===== src/rtl/led_pkg.sv =====
`default_nettype none
// +----------------------------------------------------------------------+
// | led_pkg: shared types and pixel helpers for the LED pattern source   |
// | Revision: 1.0                                                        |
// +----------------------------------------------------------------------+
package led_pkg;

  localparam int PIX_W = 24;

  typedef enum logic [1:0] {
    MODE_SOLID    = 2'd0,
    MODE_CHASE    = 2'd1,
    MODE_GRADIENT = 2'd2,
    MODE_OFF      = 2'd3
  } pattern_mode_t;

  typedef struct packed {
    logic [7:0] g;
    logic [7:0] r;
    logic [7:0] b;
  } grb_t;

  typedef enum logic [1:0] {
    ST_IDLE   = 2'd0,
    ST_STREAM = 2'd1,
    ST_LATCH  = 2'd2
  } state_t;

  // brightness+1 makes full scale (255) pass values through unchanged
  function automatic logic [7:0] scale8(input logic [7:0] x, input logic [7:0] brightness);
    logic [15:0] w_prod;
    w_prod = {8'd0, x} * ({8'd0, brightness} + 16'd1);
    return w_prod[15:8];
  endfunction

endpackage
`default_nettype wire


===== src/rtl/led_pixel_calc.sv =====
`default_nettype none
// +----------------------------------------------------------------------+
// | led_pixel_calc: combinational GRB colour for one pixel of a pattern  |
// | Revision: 1.0                                                        |
// +----------------------------------------------------------------------+
module led_pixel_calc
  import led_pkg::*;
#(
  parameter int IDX_W = 6
) (
  input  logic [1:0]       mode,
  input  logic [IDX_W-1:0] index,
  input  logic [IDX_W-1:0] chase_pos,
  input  logic [7:0]       frame_lsb,
  input  logic [7:0]       brightness,
  output grb_t             pixel
);

  logic [7:0] w_full;
  logic [7:0] w_grad_v;

  always_comb begin
    w_full   = scale8(8'hFF, brightness);
    w_grad_v = 8'(index) + frame_lsb;
    pixel    = '0;
    case (pattern_mode_t'(mode))
      MODE_SOLID: begin
        pixel.g = w_full;
        pixel.r = w_full;
        pixel.b = w_full;
      end
      MODE_CHASE: begin
        if (index == chase_pos) pixel.r = w_full;
      end
      MODE_GRADIENT: begin
        pixel.g = scale8(w_grad_v, brightness);
        pixel.r = scale8(~w_grad_v, brightness);
      end
      default: pixel = '0;
    endcase
  end

endmodule
`default_nettype wire


===== src/rtl/led_pattern_gen.sv =====
`default_nettype none
// +----------------------------------------------------------------------+
// | led_pattern_gen: streams one GRB frame per start, then a latch gap   |
// | Revision: 1.0                                                        |
// +----------------------------------------------------------------------+
module led_pattern_gen
  import led_pkg::*;
#(
  parameter int NUM_LEDS     = 60,
  parameter int RESET_CYCLES = 30000,
  parameter int FCNT_W       = 16
) (
  input  logic              clk_100mhz,
  input  logic              rst_n,
  input  logic              start,
  input  logic              repeat_en,
  input  logic [1:0]        mode,
  input  logic [7:0]        brightness,
  output logic [PIX_W-1:0]  pix_data,
  output logic              pix_valid,
  input  logic              pix_ready,
  output logic              pix_last,
  output logic              busy,
  output logic [FCNT_W-1:0] frame_cnt
);

  localparam int IDX_W = (NUM_LEDS > 1) ? $clog2(NUM_LEDS) : 1;
  localparam int GAP_W = (RESET_CYCLES > 1) ? $clog2(RESET_CYCLES) : 1;
  localparam logic [IDX_W-1:0] LAST_IDX = IDX_W'(NUM_LEDS - 1);
  localparam logic [GAP_W-1:0] GAP_LAST = GAP_W'(RESET_CYCLES - 1);

  state_t            r_state, w_state_nxt;
  logic [IDX_W-1:0]  r_index, r_chase_pos, w_chase_nxt, w_calc_index;
  logic [GAP_W-1:0]  r_gap_cnt;
  logic [FCNT_W-1:0] r_frame_cnt, w_frame_nxt;
  logic [1:0]        r_mode, w_calc_mode;
  logic [7:0]        r_bright, w_calc_bright;
  grb_t              r_pix, w_pix;
  logic              w_is_last, w_xfer, w_gap_done, w_load_frame, w_advance;

  assign w_is_last    = (r_index == LAST_IDX);
  assign w_xfer       = (r_state == ST_STREAM) && pix_ready;
  assign w_gap_done   = (r_state == ST_LATCH) && (r_gap_cnt == GAP_LAST);
  assign w_load_frame = ((r_state == ST_IDLE) && start) || (w_gap_done && repeat_en);
  assign w_advance    = w_xfer && !w_is_last;

  // Next-frame counters feed the calc so a repeated frame's pixel 0 already sees them
  assign w_frame_nxt = w_gap_done ? r_frame_cnt + FCNT_W'(1) : r_frame_cnt;
  assign w_chase_nxt = !w_gap_done            ? r_chase_pos :
                       (r_chase_pos == LAST_IDX) ? '0 : r_chase_pos + IDX_W'(1);

  assign w_calc_mode   = w_load_frame ? mode : r_mode;
  assign w_calc_bright = w_load_frame ? brightness : r_bright;
  assign w_calc_index  = w_load_frame ? '0 : r_index + IDX_W'(1);

  led_pixel_calc #(
    .IDX_W(IDX_W)
  ) u_pixel_calc (
    .mode      (w_calc_mode),
    .index     (w_calc_index),
    .chase_pos (w_chase_nxt),
    .frame_lsb (8'(w_frame_nxt)),
    .brightness(w_calc_bright),
    .pixel     (w_pix)
  );

  always_ff @(posedge clk_100mhz or negedge rst_n) begin
    if (!rst_n) r_state <= ST_IDLE;
    else        r_state <= w_state_nxt;
  end

  always_comb begin
    w_state_nxt = r_state;
    case (r_state)
      ST_IDLE:   if (start) w_state_nxt = ST_STREAM;
      ST_STREAM: if (w_xfer && w_is_last) w_state_nxt = ST_LATCH;
      ST_LATCH:  if (w_gap_done) w_state_nxt = repeat_en ? ST_STREAM : ST_IDLE;
      default:   w_state_nxt = ST_IDLE;
    endcase
  end

  always_comb begin
    pix_valid = (r_state == ST_STREAM);
    pix_last  = pix_valid && w_is_last;
    busy      = (r_state != ST_IDLE);
  end

  always_ff @(posedge clk_100mhz or negedge rst_n) begin
    if (!rst_n) begin
      r_mode      <= '0;
      r_bright    <= '0;
      r_index     <= '0;
      r_pix       <= '0;
      r_gap_cnt   <= '0;
      r_frame_cnt <= '0;
      r_chase_pos <= '0;
    end else begin
      if (w_load_frame) begin
        r_mode   <= mode;
        r_bright <= brightness;
      end
      if (w_load_frame)   r_index <= '0;
      else if (w_advance) r_index <= r_index + IDX_W'(1);
      if (w_load_frame || w_advance) r_pix <= w_pix;
      if ((r_state == ST_LATCH) && !w_gap_done) r_gap_cnt <= r_gap_cnt + GAP_W'(1);
      else                                      r_gap_cnt <= '0;
      r_frame_cnt <= w_frame_nxt;
      r_chase_pos <= w_chase_nxt;
    end
  end

  assign pix_data  = r_pix;
  assign frame_cnt = r_frame_cnt;

endmodule
`default_nettype wire


===== config.mk =====
export PLATFORM = sky130hd
export DESIGN_NAME = led_pattern_gen
export DESIGN_NICKNAME = d
export VERILOG_FILES = /design/src/rtl/led_pkg.sv /design/src/rtl/led_pixel_calc.sv /design/src/rtl/led_pattern_gen.sv
export SDC_FILE = /design/constraint.sdc
export NUM_CORES = 1
export LEC_CHECK = 0
export CORE_AREA = 2 2 178 145
export CTS_BUF_LIST = sky130_fd_sc_hd__clkbuf_2
export CTS_CLUSTER_DIAMETER = 100
export DETAILED_ROUTE_END_ITERATION = 16
export DIE_AREA = 0 0 180 147
export PLACE_DENSITY = 0.64
export SETUP_SLACK_MARGIN = 0.05
export SKIP_CTS_REPAIR_TIMING = 1
export SLEW_MARGIN = 10
export SYNTH_ARGS = -nofsm -noshare
export SYNTH_HDL_FRONTEND = slang
export SYNTH_SLANG_ARGS = --single-unit

===== constraint.sdc =====
create_clock -name clk_100mhz -period 22.3 [get_ports clk_100mhz]
set_input_delay 6.69 -clock clk_100mhz [delete_from_list [all_inputs] [get_ports clk_100mhz]]
set_output_delay 6.69 -clock clk_100mhz [all_outputs]
set_load 0.05 [all_outputs]

**After elaboration in Yosys (flattened, before gate mapping)**

Index checks and enable logic that the tools add are counted.

- Bits in registers: 79
- Memory bits (read-only): 0
- RAM bits: 0
- Memories: 0
- Input bits: 15
- Bits in latches: 0

- Multipliers: 3
- Equality and inequality tests: 11
- Reduce and logical (&&, ||, !) cells: 17
- Add/subtract/negate cells: 6
- Shift operators: 0
- Div/mod/pow operators: 0
- Bitwise operators: 1
- Magnitude comparators: 0
- Mux-type cells: 18

Operators with widths:

| kind | count |
|---|---|
| $mul A8 B16 Y16 | 2 |
| $mux W8 | 4 |
| $mux W6 | 5 |
| $pmux W8 S3 | 1 |
| $add A16 B1 Y16 const B | 1 |
| $mul A8 B9 Y16 const A | 1 |
| $pmux W8 S2 | 1 |
| $add A15 B1 Y15 const B | 1 |
| $eq A15 B15 Y1 const B | 1 |
| $mux W15 | 1 |
| $add A6 B1 Y6 const B | 2 |
| $eq A6 B6 Y1 const B | 2 |
| $add A8 B1 Y9 const B | 1 |
| $add A6 B8 Y8 | 1 |
| $logic_and A1 B1 Y1 | 8 |
| $mux W2 | 4 |
| $not A8 Y8 | 1 |
| $eq A6 B6 Y1 | 1 |
| $pmux W2 S3 | 1 |
| $eq A2 B1 Y1 const B | 2 |
| $eq A2 B2 Y1 const B | 2 |
| $logic_not A2 Y1 | 2 |
| $ne A2 B2 Y1 const B | 2 |
| $reduce_bool A2 Y1 | 2 |
| 5 further kinds | 7 |

**Depth between registers and ports, before layout**

- Depth after elaboration: 9
- Depth in mapped cells: 33
- Depth with buffers taken out: 30

**Hierarchy**

From an unflattened synthesis, not the netlist that was laid out.

- Cell total of the unflattened synthesis: 1065
- Area, all modules: 9804.4 um2

Modules (own cells, without submodules):

| module | sequential area each (um2) | area each (um2) | times used | cells an instance |
|---|---|---|---|---|
| led_pixel_calc | 0.0 | 6274.8 | 1 | 760 |
| led_pattern_gen | 1976.9 | 3529.6 | 1 | 305 |

**Worst setup path before layout**

Ideal clock, no wire load.

- Path type: input to register
- Start point: in repeat_en
- End point: reg r_pix, in the netlist pix_data[20]
- Setup time: 0.126 ns
- Data arrival time: 13.286 ns
- Buffers on the path: 4
- Slack: 8.888 ns
- Stages on the path: 29
- Cell sequence: and2_1 > a21o_1 > buf_6 > buf_6 > a21oi_1 > inv_1 > clkbuf_1 > ha_1 > nand3_1 > nor2_1 > mux2i_1 > xor2_1 > clkbuf_1 > fa_1 > inv_1 > fa_1 > fa_1 > inv_1 > fa_1 > ha_1 > and2_1 > o21ai_0 > o21ai_0 > or2_2 > a21o_1 > a21oi_1 > xnor2_1 > nor2_1 > a221o_1

- Word-level cells in the longest chain between the ends: 6
- Elaborated cells on any way between the ends: 13
- Those cells by class: add/sub (2); mul (2); eq/ne (1); mux (4); reduce/logical (4)

Ends and longest elaborated chain:

| element | line | RTL |
|---|---|---|
| start, declared | led_pattern_gen.sv:16 | `input logic repeat_en,` |
| $logic_and A1 B1 Y1 * | led_pattern_gen.sv:44 | `assign w_load_frame = ((r_state == ST_IDLE) && start) \|\| (w_gap_done && repeat_en);` |
| $logic_or A1 B1 Y1 * | led_pattern_gen.sv:44 |  |
| $mux W8 * | - |  |
| net u_pixel_calc.brightness[0] | led_pixel_calc.sv:15 | `input logic [7:0] brightness,` |
| $add A8 B1 Y9 * | led_pkg.sv:32 | `w_prod = {8'd0, x} * ({8'd0, brightness} + 16'd1);` |
| $mul A8 B16 Y16 or $mul A8 B9 Y16 (tied branches) | led_pkg.sv:32 |  |
| $pmux W8 S2 * | led_pixel_calc.sv:26 | `case (pattern_mode_t'(mode))` |
| end signal, assigned | led_pattern_gen.sv:104 | `if (w_load_frame \|\| w_advance) r_pix <= w_pix;` |
| end, declared | led_pattern_gen.sv:38 | `grb_t r_pix, w_pix;` |

The timed path passes the listed nets; every way through them passes the cells marked *.
A chain may end at the register's enable or synchronous reset.

**Worst setup path in the final report**

- Start point: in start
- End point: reg r_pix, in the netlist pix_data[15]

- Word-level cells in the longest chain between the ends: 7
- Elaborated cells on any way between the ends: 17
- Those cells by class: add/sub (2); mul (2); eq/ne (3); mux (5); bitwise (1); reduce/logical (4)

Ends and longest elaborated chain:

| element | line | RTL |
|---|---|---|
| start, declared | led_pattern_gen.sv:15 | `input logic start,` |
| $logic_and A1 B1 Y1 * | led_pattern_gen.sv:44 |  |
| $logic_or A1 B1 Y1 * | led_pattern_gen.sv:44 |  |
| $mux W6 * | led_pattern_gen.sv:54 | `assign w_calc_index = w_load_frame ? '0 : r_index + IDX_W'(1);` |
| net u_pixel_calc.index[0] | led_pixel_calc.sv:12 | `input logic [IDX_W-1:0] index,` |
| $add A6 B8 Y8 | led_pixel_calc.sv:24 | `w_grad_v = 8'(index) + frame_lsb;` |
| $not A8 Y8 | led_pixel_calc.sv:37 | `pixel.r = scale8(~w_grad_v, brightness);` |
| $mul A8 B16 Y16 | led_pkg.sv:32 |  |
| $pmux W8 S3 * | led_pixel_calc.sv:26 |  |

Marked as above.

==> impl_metrics.yaml <==
status:
  status: "finished, final reports clean"
clock_tree:
  cts_buffers: 9
  cts_max_level: 3
  cts_sinks: 79
  clkLatencyLatePin_ns: 0.60
  clk_pin_slew_worst_paths_ns: 0.24
  cts_tree: "done"
  cts_max_path_buffers: 2
  cts-root-buf: "clkbuf_2"
routing:
  route.met2.wl_um: 10300
  first_pass_iters: 7
  ant_nets: 0
  route.met3.wl_um: 1460
  highest-signal-layer: "met4"
  viasPerCell: 5.04
  wire_per_inst_um: 15.7
  route.detailed.drc: 0
  vias: 7448
  m1WireLength_um: 10800
  wl_um: 23300
  drt_iter0_markers: 440
setup_path:
  crit_required_ns: 22.80
  critPathKind: "in -> reg"
  endpoint_kind: "register"
  cpMostUsedCell: "fa_1"
  cpLargestDelayFamily: "compound AO/OA/AOI/OAI gates"
  cp_slowest_cell: "a21o_1"
  crit_path_max_incr_delay_ns: 0.74
  cp.arrival_ns: 15.03
  cp_num_buf_inv: 3
  path_max_fanout: 23
  startpoint_type: "input port"
run:
  drv_cap: 0
logic_synthesis:
  yosys_warnings: 0
  synth_enable_flop_cells: 0
  synth_area_mm2: 0.00976
  ys.flop_type: "dfrtp_1"
  seq_area_frac_synth: 0.202
  synth_cells: 1097
  synth_nets: 1332
  async_reset_ff_frac: 1.00
  synth_cell_types: 61
  ys_ff_latch: 79
  syn_avg_cell_area_um2: 8.90
grt:
  grt_pass1_wl_um: 39400
  first_global_vias: 7640
  antenna_found_initial: 0
  grt_max_degree: 62
  overflow: 0
  grtUsageTotal: 0.186
timing:
  period_needed_ns: 14.53
  setup_viol: 0
  slew_headroom: 0.182
  period_share: 0.652
  finalClockSkew_ns: 0.0250
  max_freq_mhz: 68.8
  worstMarginPinSlew_ns: 1.22
  final_max_slew_viol_count: 0
  finalHoldViolations: 0
  rsz0062_at_grt: "false"
  hold_ws_ns: 0.507
  fin_tns_setup_ns: 0
floorplan:
  die_h_um: 147
  coreArea_mm2: 0.0248
  die_area_mm2: 0.0265
  initial_core_util: 0.394
  io_pins: 58
  fp.dieW_um: 180
  rows: 52
placed_design:
  io_buffers: 57
  dpl.hpwl_um: 18600
  gp_congestion: 0.886
finish:
  drive_gt1_frac: 0.0407
  syn_to_final_growth_pct: 10.9
  diodes: 0
  nets: 1384
worst_hold_path:
  hold_path.class: "reg -> reg"
-- state kept, by name, indices dropped and copies added, names as in the netlist --
signal and flops:
r_bright 8, r_state 2, pix_data 24, r_gap_cnt 15
r_chase_pos 6, r_index 6, r_mode 2, frame_cnt 16
-- cell usage after synthesis, drive strengths merged, types with 3 or more instances --
cell type  count  share of area
o21a           7         0.0054
inv          202          0.078
clkbuf        18         0.0069
mux2i         13          0.014
nand2        106          0.041
or3            9         0.0058
nand4         11         0.0070
xnor2         56          0.051
o21bai         3         0.0023
a221o          5         0.0051
o221ai         3         0.0027
o31ai          9         0.0074
a21o          10         0.0077
nor3          11         0.0062
a211oi         4         0.0036
buf           10         0.0069
a21oi         29          0.015
fa           113           0.23
or2            6         0.0038
nand3         25          0.013
nor2b          8         0.0051
and3          13         0.0083
o21ai         27          0.014
and2           5         0.0032
nand2b         5         0.0032
o211ai         4         0.0031
xor2          31          0.028
mux2           3         0.0035
dfrtp         79           0.20
ha           107           0.14
nor2         134          0.052
and4           6         0.0056
-- through the flow --
stage	cells	setup WS [ns]	utilization	area [um2]
2_1_floorplan	1097	8.89	-	9760
3_3_place_gp	1462	7.33	0.432	10700
3_5_place_dp	1462	7.12	0.432	10700
4_1_cts	1478	7.78	0.437	10800
5_1_grt	1478	7.17	0.437	10800
6_report	1478	7.77	0.437	10800
-- path summary, 6_finish.rpt --
check	from	end	slack, ns	depth (start not counted)
min in group asynchronous	rst_n	pix_data[6]	5.93	1
worst min register to register	r_gap_cnt[0]	r_gap_cnt[0]	0.51	1
worst min-delay path	r_gap_cnt[0]	r_gap_cnt[0]	0.51	1
worst max-delay path	start	pix_data[15]	7.77	27
max in group asynchronous	rst_n	frame_cnt[1]	15.31	2
worst max register to register	r_gap_cnt[0]	pix_data[15]	13.32	27
-- cell type report --
cell class	count	area [um2]
clock inverter	7	70.1
tap	324	405
clock buffer	9	45.0
fill	2418	14000
multi-input combinational	786	6900
timing repair buffer	69	658
sequential	79	1980
inverter	204	767
-- kinds of logic (layout without fill, tap and decap cells) --
logic type | after synthesis | after routing | synth area share
simple gates | 348 | 348 | 0.162
buf+inv | 232 | 289 | 0.0924
fa+ha+maj | 220 | 220 | 0.369
compound gates | 115 | 115 | 0.0784
xor+xnor | 87 | 87 | 0.0788
flops | 79 | 79 | 0.202
mux | 16 | 16 | 0.0172
-- cell usage in the layout (no fill, tap or decap), types with 10 or more instances in the layout --
cell type          n
a21o_1            10
a21oi_1           29
and3_1            13
buf_4             13
clkdlybuf4s50_1   56
dfrtp_1           79
fa_1             113
ha_1             107
inv_1            202
mux2i_1           12
nand2_1          106
nand3_1           25
nand4_1           11
nor2_1           133
nor3_1            10
o21ai_0           25
xnor2_1           53
xor2_1            31
-- per-layer routing --
layer | GRT usage | vias to the layer above
met5 | 0 | -
met4 | 0.0561 | 0
met3 | 0.0439 | 39
met2 | 0.291 | 206
met1 | 0.256 | 3608
li1 | - | 3595
-- worst register-to-register path, delay by kind of cell (launching register included) --
kind,cells,cell delay (ns)
compound gates,10,3.28
fa+ha+maj,8,3.21
simple gates,6,1.27
xor+xnor,2,0.64
flops,1,0.44
buf+inv,1,0.05
Power is left out: the tool's default activity adds up to more than one toggle a clock period on the data nets, which glitch-free logic cannot reach.
